$ cat src/rtl/shift_sequencer.sv
// Multi-cycle shift controller: steps a one-bit shifter once per clock to perform
// pass/LSL/LSR/ASR shifts of 0..15 positions, signalling completion with a done pulse.

module shifter (
  input  logic [15:0] in,
  input  logic [1:0]  shift,
  output logic [15:0] sout
);

  // One-position shift selected by the op encoding
  always_comb begin
    sout = in;
    case (shift)
      2'b01:   sout = {in[14:0], 1'b0};
      2'b10:   sout = {1'b0, in[15:1]};
      2'b11:   sout = {in[15], in[15:1]};
      default: sout = in;
    endcase
  end

endmodule

module shift_sequencer #(
  parameter int AMT_W  = 4,
  parameter int DATA_W = 16
) (
  input  logic              clk,
  input  logic              reset_n,
  input  logic              start,
  input  logic [1:0]        op,
  input  logic [AMT_W-1:0]  amount,
  input  logic [DATA_W-1:0] din,
  input  logic              abort,
  output logic              busy,
  output logic              done,
  output logic [DATA_W-1:0] result,
  output logic [AMT_W-1:0]  steps_left
);

  typedef enum logic [1:0] {
    ST_IDLE  = 2'b00,
    ST_SHIFT = 2'b01,
    ST_DONE  = 2'b10
  } state_t;

  localparam logic [AMT_W-1:0] AMT_ZERO = {AMT_W{1'b0}};
  localparam logic [AMT_W-1:0] AMT_ONE  = {{(AMT_W-1){1'b0}}, 1'b1};

  state_t              state_r;
  state_t              next_s;
  logic [DATA_W-1:0]   acc_r;
  logic [1:0]          op_r;
  logic [AMT_W-1:0]    steps_r;
  logic [DATA_W-1:0]   result_r;
  logic                busy_r;
  logic                done_r;
  logic [DATA_W-1:0]   sout_s;
  logic                accept_s;
  logic                last_step_s;

  shifter u_shifter (
    .in    (acc_r),
    .shift (op_r),
    .sout  (sout_s)
  );

  // abort wins over start, so a simultaneous pair leaves the block idle
  assign accept_s    = (state_r == ST_IDLE) && start && !abort;
  assign last_step_s = (steps_r == AMT_ONE);

  // Next-state selection
  always_comb begin
    next_s = state_r;
    case (state_r)
      ST_IDLE: begin
        if (accept_s) begin
          if ((amount == AMT_ZERO) || (op == 2'b00)) begin
            next_s = ST_DONE;
          end else begin
            next_s = ST_SHIFT;
          end
        end else begin
          next_s = ST_IDLE;
        end
      end
      ST_SHIFT: begin
        if (abort) begin
          next_s = ST_IDLE;
        end else if (last_step_s) begin
          next_s = ST_DONE;
        end else begin
          next_s = ST_SHIFT;
        end
      end
      ST_DONE: next_s  = ST_IDLE;
      default: next_s  = ST_IDLE;
    endcase
  end

  // State, datapath and registered outputs; busy/done derive from the next state
  always_ff @(posedge clk or negedge reset_n) begin
    if (!reset_n) begin
      state_r  <= ST_IDLE;
      acc_r    <= {DATA_W{1'b0}};
      op_r     <= 2'b00;
      steps_r  <= AMT_ZERO;
      result_r <= {DATA_W{1'b0}};
      busy_r   <= 1'b0;
      done_r   <= 1'b0;
    end else begin
      state_r <= next_s;
      busy_r  <= (next_s != ST_IDLE);
      done_r  <= (next_s == ST_DONE);
      case (state_r)
        ST_IDLE: begin
          if (accept_s) begin
            acc_r   <= din;
            op_r    <= op;
            steps_r <= amount;
            if (next_s == ST_DONE) begin
              result_r <= din;
            end
          end
        end
        ST_SHIFT: begin
          if (abort) begin
            steps_r <= AMT_ZERO;
          end else begin
            acc_r   <= sout_s;
            steps_r <= steps_r - AMT_ONE;
            if (last_step_s) begin
              result_r <= sout_s;
            end
          end
        end
        ST_DONE: begin
          if (abort) begin
            steps_r <= AMT_ZERO;
          end
        end
        default: steps_r <= AMT_ZERO;
      endcase
    end
  end

  assign busy       = busy_r;
  assign done       = done_r;
  assign result     = result_r;
  assign steps_left = steps_r;

endmodule
$ cat config.mk
export PLATFORM = sky130hd
export DESIGN_NAME = shift_sequencer
export DESIGN_NICKNAME = d
export VERILOG_FILES = /design/src/rtl/shift_sequencer.sv
export SDC_FILE = /design/constraint.sdc
export NUM_CORES = 1
export LEC_CHECK = 0
export BUFFER_PORTS_ARGS = -buffer_cell sky130_fd_sc_hd__buf_2
export CORE_AREA = 2 2 79 81
export CTS_BUF_LIST = sky130_fd_sc_hd__clkbuf_8
export DETAILED_ROUTE_END_ITERATION = 8
export DIE_AREA = 0 0 81 83
export PLACE_DENSITY = 0.69
export SETUP_SLACK_MARGIN = 0.5
export SLEW_MARGIN = 30
export SYNTH_ARGS = -nofsm -noshare
export SYNTH_HDL_FRONTEND = slang
export SYNTH_SLANG_ARGS = --single-unit
$ cat constraint.sdc
create_clock -name clk -period 1.85 [get_ports clk]
set_clock_uncertainty 0.2 [all_clocks]
set_input_delay 0.185 -clock clk [delete_from_list [all_inputs] [get_ports clk]]
set_output_delay 0.185 -clock clk [all_outputs]
set_load 0.02 [all_outputs]
==> out/results.ini <==
[outcome]
status = completed

[finish]
diodes = 0
instances_no_fill = 369
drive_gt1_share_pct = 46.6
fin_nets = 321
num-fill-cells = 523
syn_to_final_growth_pct = 37.5
seqCellArea_sq_um = 1060
multi_input_area_sq_um = 1250
fin_util_pct = 54.5

[place]
gp_congestion = 0.903
dp_hpwl_microns = 4080
portBuffers = 47
dp_cells = 350

[worst_setup_path]
r2r-end = result[5]$_DFFE_PN0P_
criticalPathCategory = flip-flop to flip-flop
startpoint_type = flip-flop
reg2reg_from = state_r[0]$_DFF_PN0_
crit_fanout = 10
reg2reg_slack_ns = 0.04
worstSetupStartpoint = state_r[0]$_DFF_PN0_
crit_arrival_ns = 1.79
critPathCapture = result[5]$_DFFE_PN0P_
cp-end-kind = flip-flop
r2r_cells = 5
crit_required_ns = 1.83

[timing]
hold_viol = 0
rsz0062_at_grt = yes
finalSetupViolCount = 0
fin_hold_ws_ns = 0.0168
tightest_slew_ns = 0.586
relSlewSlack_pct = 60.7
final.min_clock_period_ns = 1.81
fmax_ghz = 0.554
fin_setup_tns_ns = 0
min_period_over_period_pct = 97.7
slew_viol_final = 0

[floorplanning]
dieArea_sq_um = 6720
chipWidth_microns = 81
initial_utilization_pct = 39.6
io_pins = 48
die_h_microns = 83
rows = 28
core_sq_um = 5820

[clocking]
cts_buffers = 5
cts.sinks = 42
clock_latency_ns = 0.30
clkTransAtPathRegs_ns = 0.08
htree_levels = 2
cts.path.max_buffers = 2
cts-root-buf = clkbuf_8
cts_tree = yes

[routing]
viasPerCell = 5.32
first_pass_iters = 4
wire_per_inst_microns = 16.4
ant_nets = 0
vias = 1963
drcViolationCount = 0
drt_wl_total_microns = 6050
drt_iter0_markers = 83

[logic_synthesis]
yosysTopAreaCellShare_pct = 45.6
netlist_top_cells_area = dfrtp_1 46%, mux2_4 5.2%, mux2_2 4.9%
synthCells = 218
synth_fp_nets = 246
yosysWarnings = 0
yosysSeqAreaShare_pct = 45.6
synth-seq-cells = 42
synth.distinct_cells = 44
postSynthAreaPerCell_sq_um = 10.6
yosys.area.top_type = dfrtp_1
mappedNetlistArea_sq_um = 2300

[global_routing]
grt.total_usage_pct = 18.5
grt_max_degree = 21
grt_pass1_wl_microns = 9670
grt_pass1_vias = 2030
grt_overflow = 0
antenna_found_initial = 0

[pwr]
powerDensity_nw_per_um2 = 1440
irDropWorstVdd_uv = 717
power.total_mw = 4.56
power_leakage_nw = 1.47

[run]
max-cap-violations = 0

[hold_path]
hold_depth = 3
min_path_type = input pin to flip-flop

[synthesized netlist by cell type, drive strengths merged]
cell,n
a211oi,2
a21o,10
a21oi,11
a221oi,11
a22o,2
a22oi,2
a31oi,1
a32oi,1
buf,12
clkbuf,2
dfrtp,42
ha,2
inv,5
mux2,24
mux2i,7
nand2,21
nand2b,1
nand3,1
nor2,17
nor2b,2
nor3,10
nor3b,3
nor4,1
nor4b,1
o211ai,1
o21ai,21
o22ai,1
or2,1
or3b,1
or4,1
or4b,1
[layout make-up]
| type | count | area share (%) |
|---|---|---|
| Clock buffer | 6 | 2.61 |
| Sequential cell | 42 | 33.4 |
| Inverter | 5 | 0.593 |
| Tap cell | 75 | 2.96 |
| Clock inverter | 2 | 1.90 |
| Timing Repair Buffer | 82 | 19.0 |
| Multi-Input combinational cell | 157 | 39.5 |
[layout by cell type, fill, tap and decap left out, types with 2 or more instances in the layout]
cell | netlist | routed
nor2_2 | 0 | 4
a21o_1 | 10 | 10
buf_2 | 8 | 45
buf_4 | 1 | 18
bufinv_16 | 0 | 2
mux2i_1 | 7 | 7
dfrtp_1 | 42 | 36
a221oi_1 | 10 | 6
nor2b_2 | 0 | 2
clkbuf_8 | 0 | 6
nand2_2 | 0 | 2
mux2_2 | 10 | 9
inv_1 | 4 | 3
buf_12 | 1 | 4
dfrtp_2 | 0 | 6
a21oi_1 | 11 | 11
inv_2 | 1 | 2
nand2_1 | 21 | 19
o21ai_1 | 18 | 20
nor3b_4 | 1 | 2
a22oi_1 | 2 | 2
nor3_1 | 10 | 10
nor2_1 | 17 | 12
dlygate4sd3_1 | 0 | 6
mux2_4 | 8 | 9
a221oi_2 | 1 | 5
mux2_1 | 6 | 6
buf_6 | 0 | 9
[critical path, stage by stage, from the launching register on]
cell and delay (ns):
dfrtp_2 0.45, nor4b_4 0.25, buf_4 0.18, a22o_4 0.15, buf_12 0.13, mux2_2 0.33
[metal layers]
metal / share of wire [%] / GRT usage, %
met3: 5.2 / 5.22
met2: 49 / 30.1
met5: 0 / 0
met4: 0.97 / 4.78
met1: 45 / 24.0
[timing repair]
item / CTS / global route
resized for setup: 13 / 22
pin swaps: 4 / 3
setup endpoints to repair: 43 / 45
endpoints found under the hold margin: 22 / 0
setup buffers: 4 / 1
gates cloned: 0 / 0
hold buffers: 6 / 0
[how the worst min path moves through the flow]
| stage | from | endpoint | slack [ns] |
|---|---|---|---|
| 5_1_grt | amount[0] | steps_left[0]$_DFFE_PN0P_ | 0.03 |
| 2_1_floorplan | reset_n | acc_r[0]$_DFFE_PN0P_ | -0.31 |
| 6_report | amount[0] | steps_left[0]$_DFFE_PN0P_ | 0.02 |
| 4_1_cts | amount[0] | steps_left[0]$_DFFE_PN0P_ | 0.02 |
| 3_5_place_dp | reset_n | result[15]$_DFFE_PN0P_ | -0.04 |
| 3_3_place_gp | reset_n | result[15]$_DFFE_PN0P_ | -0.05 |
[where the power goes]
group	total, mW	leakage, nW	switching, mW	internal [mW]
combinational	1.98	0.903	1.03	0.949
sequential	1.69	0.501	0.363	1.32
clock	0.898	0.0714	0.322	0.576
[state kept, by name, indices dropped and copies added, names as in the netlist]
register,flops
acc_r,16
busy,1
done,1
op_r,2
result,16
state_r,2
steps_left,4
[cells by family (layout without fill, tap and decap cells)]
group                      after synthesis  after routing  synth area share, %
AOI/OAI and AO/OA                       63             63                 18.7
and+or+nand+nor                         61             61                 13.6
DFF                                     42             42                 45.6
muxes                                   31             31                 16.1
buffers and inverters                   19             95                 4.89
adders and majority gates                2              2                 1.09
[metrics by stage]
step | cell area, sq um | setup WS [ns]
after floorplan | 2370 | -0.0596
after global placement | 2810 | -0.0233
after detailed placement | 2810 | -0.0383
after CTS | 3080 | 0.0440
after global routing | 3170 | -0.0228
final | 3170 | 0.0434
Power figures use the tool's default switching activity.
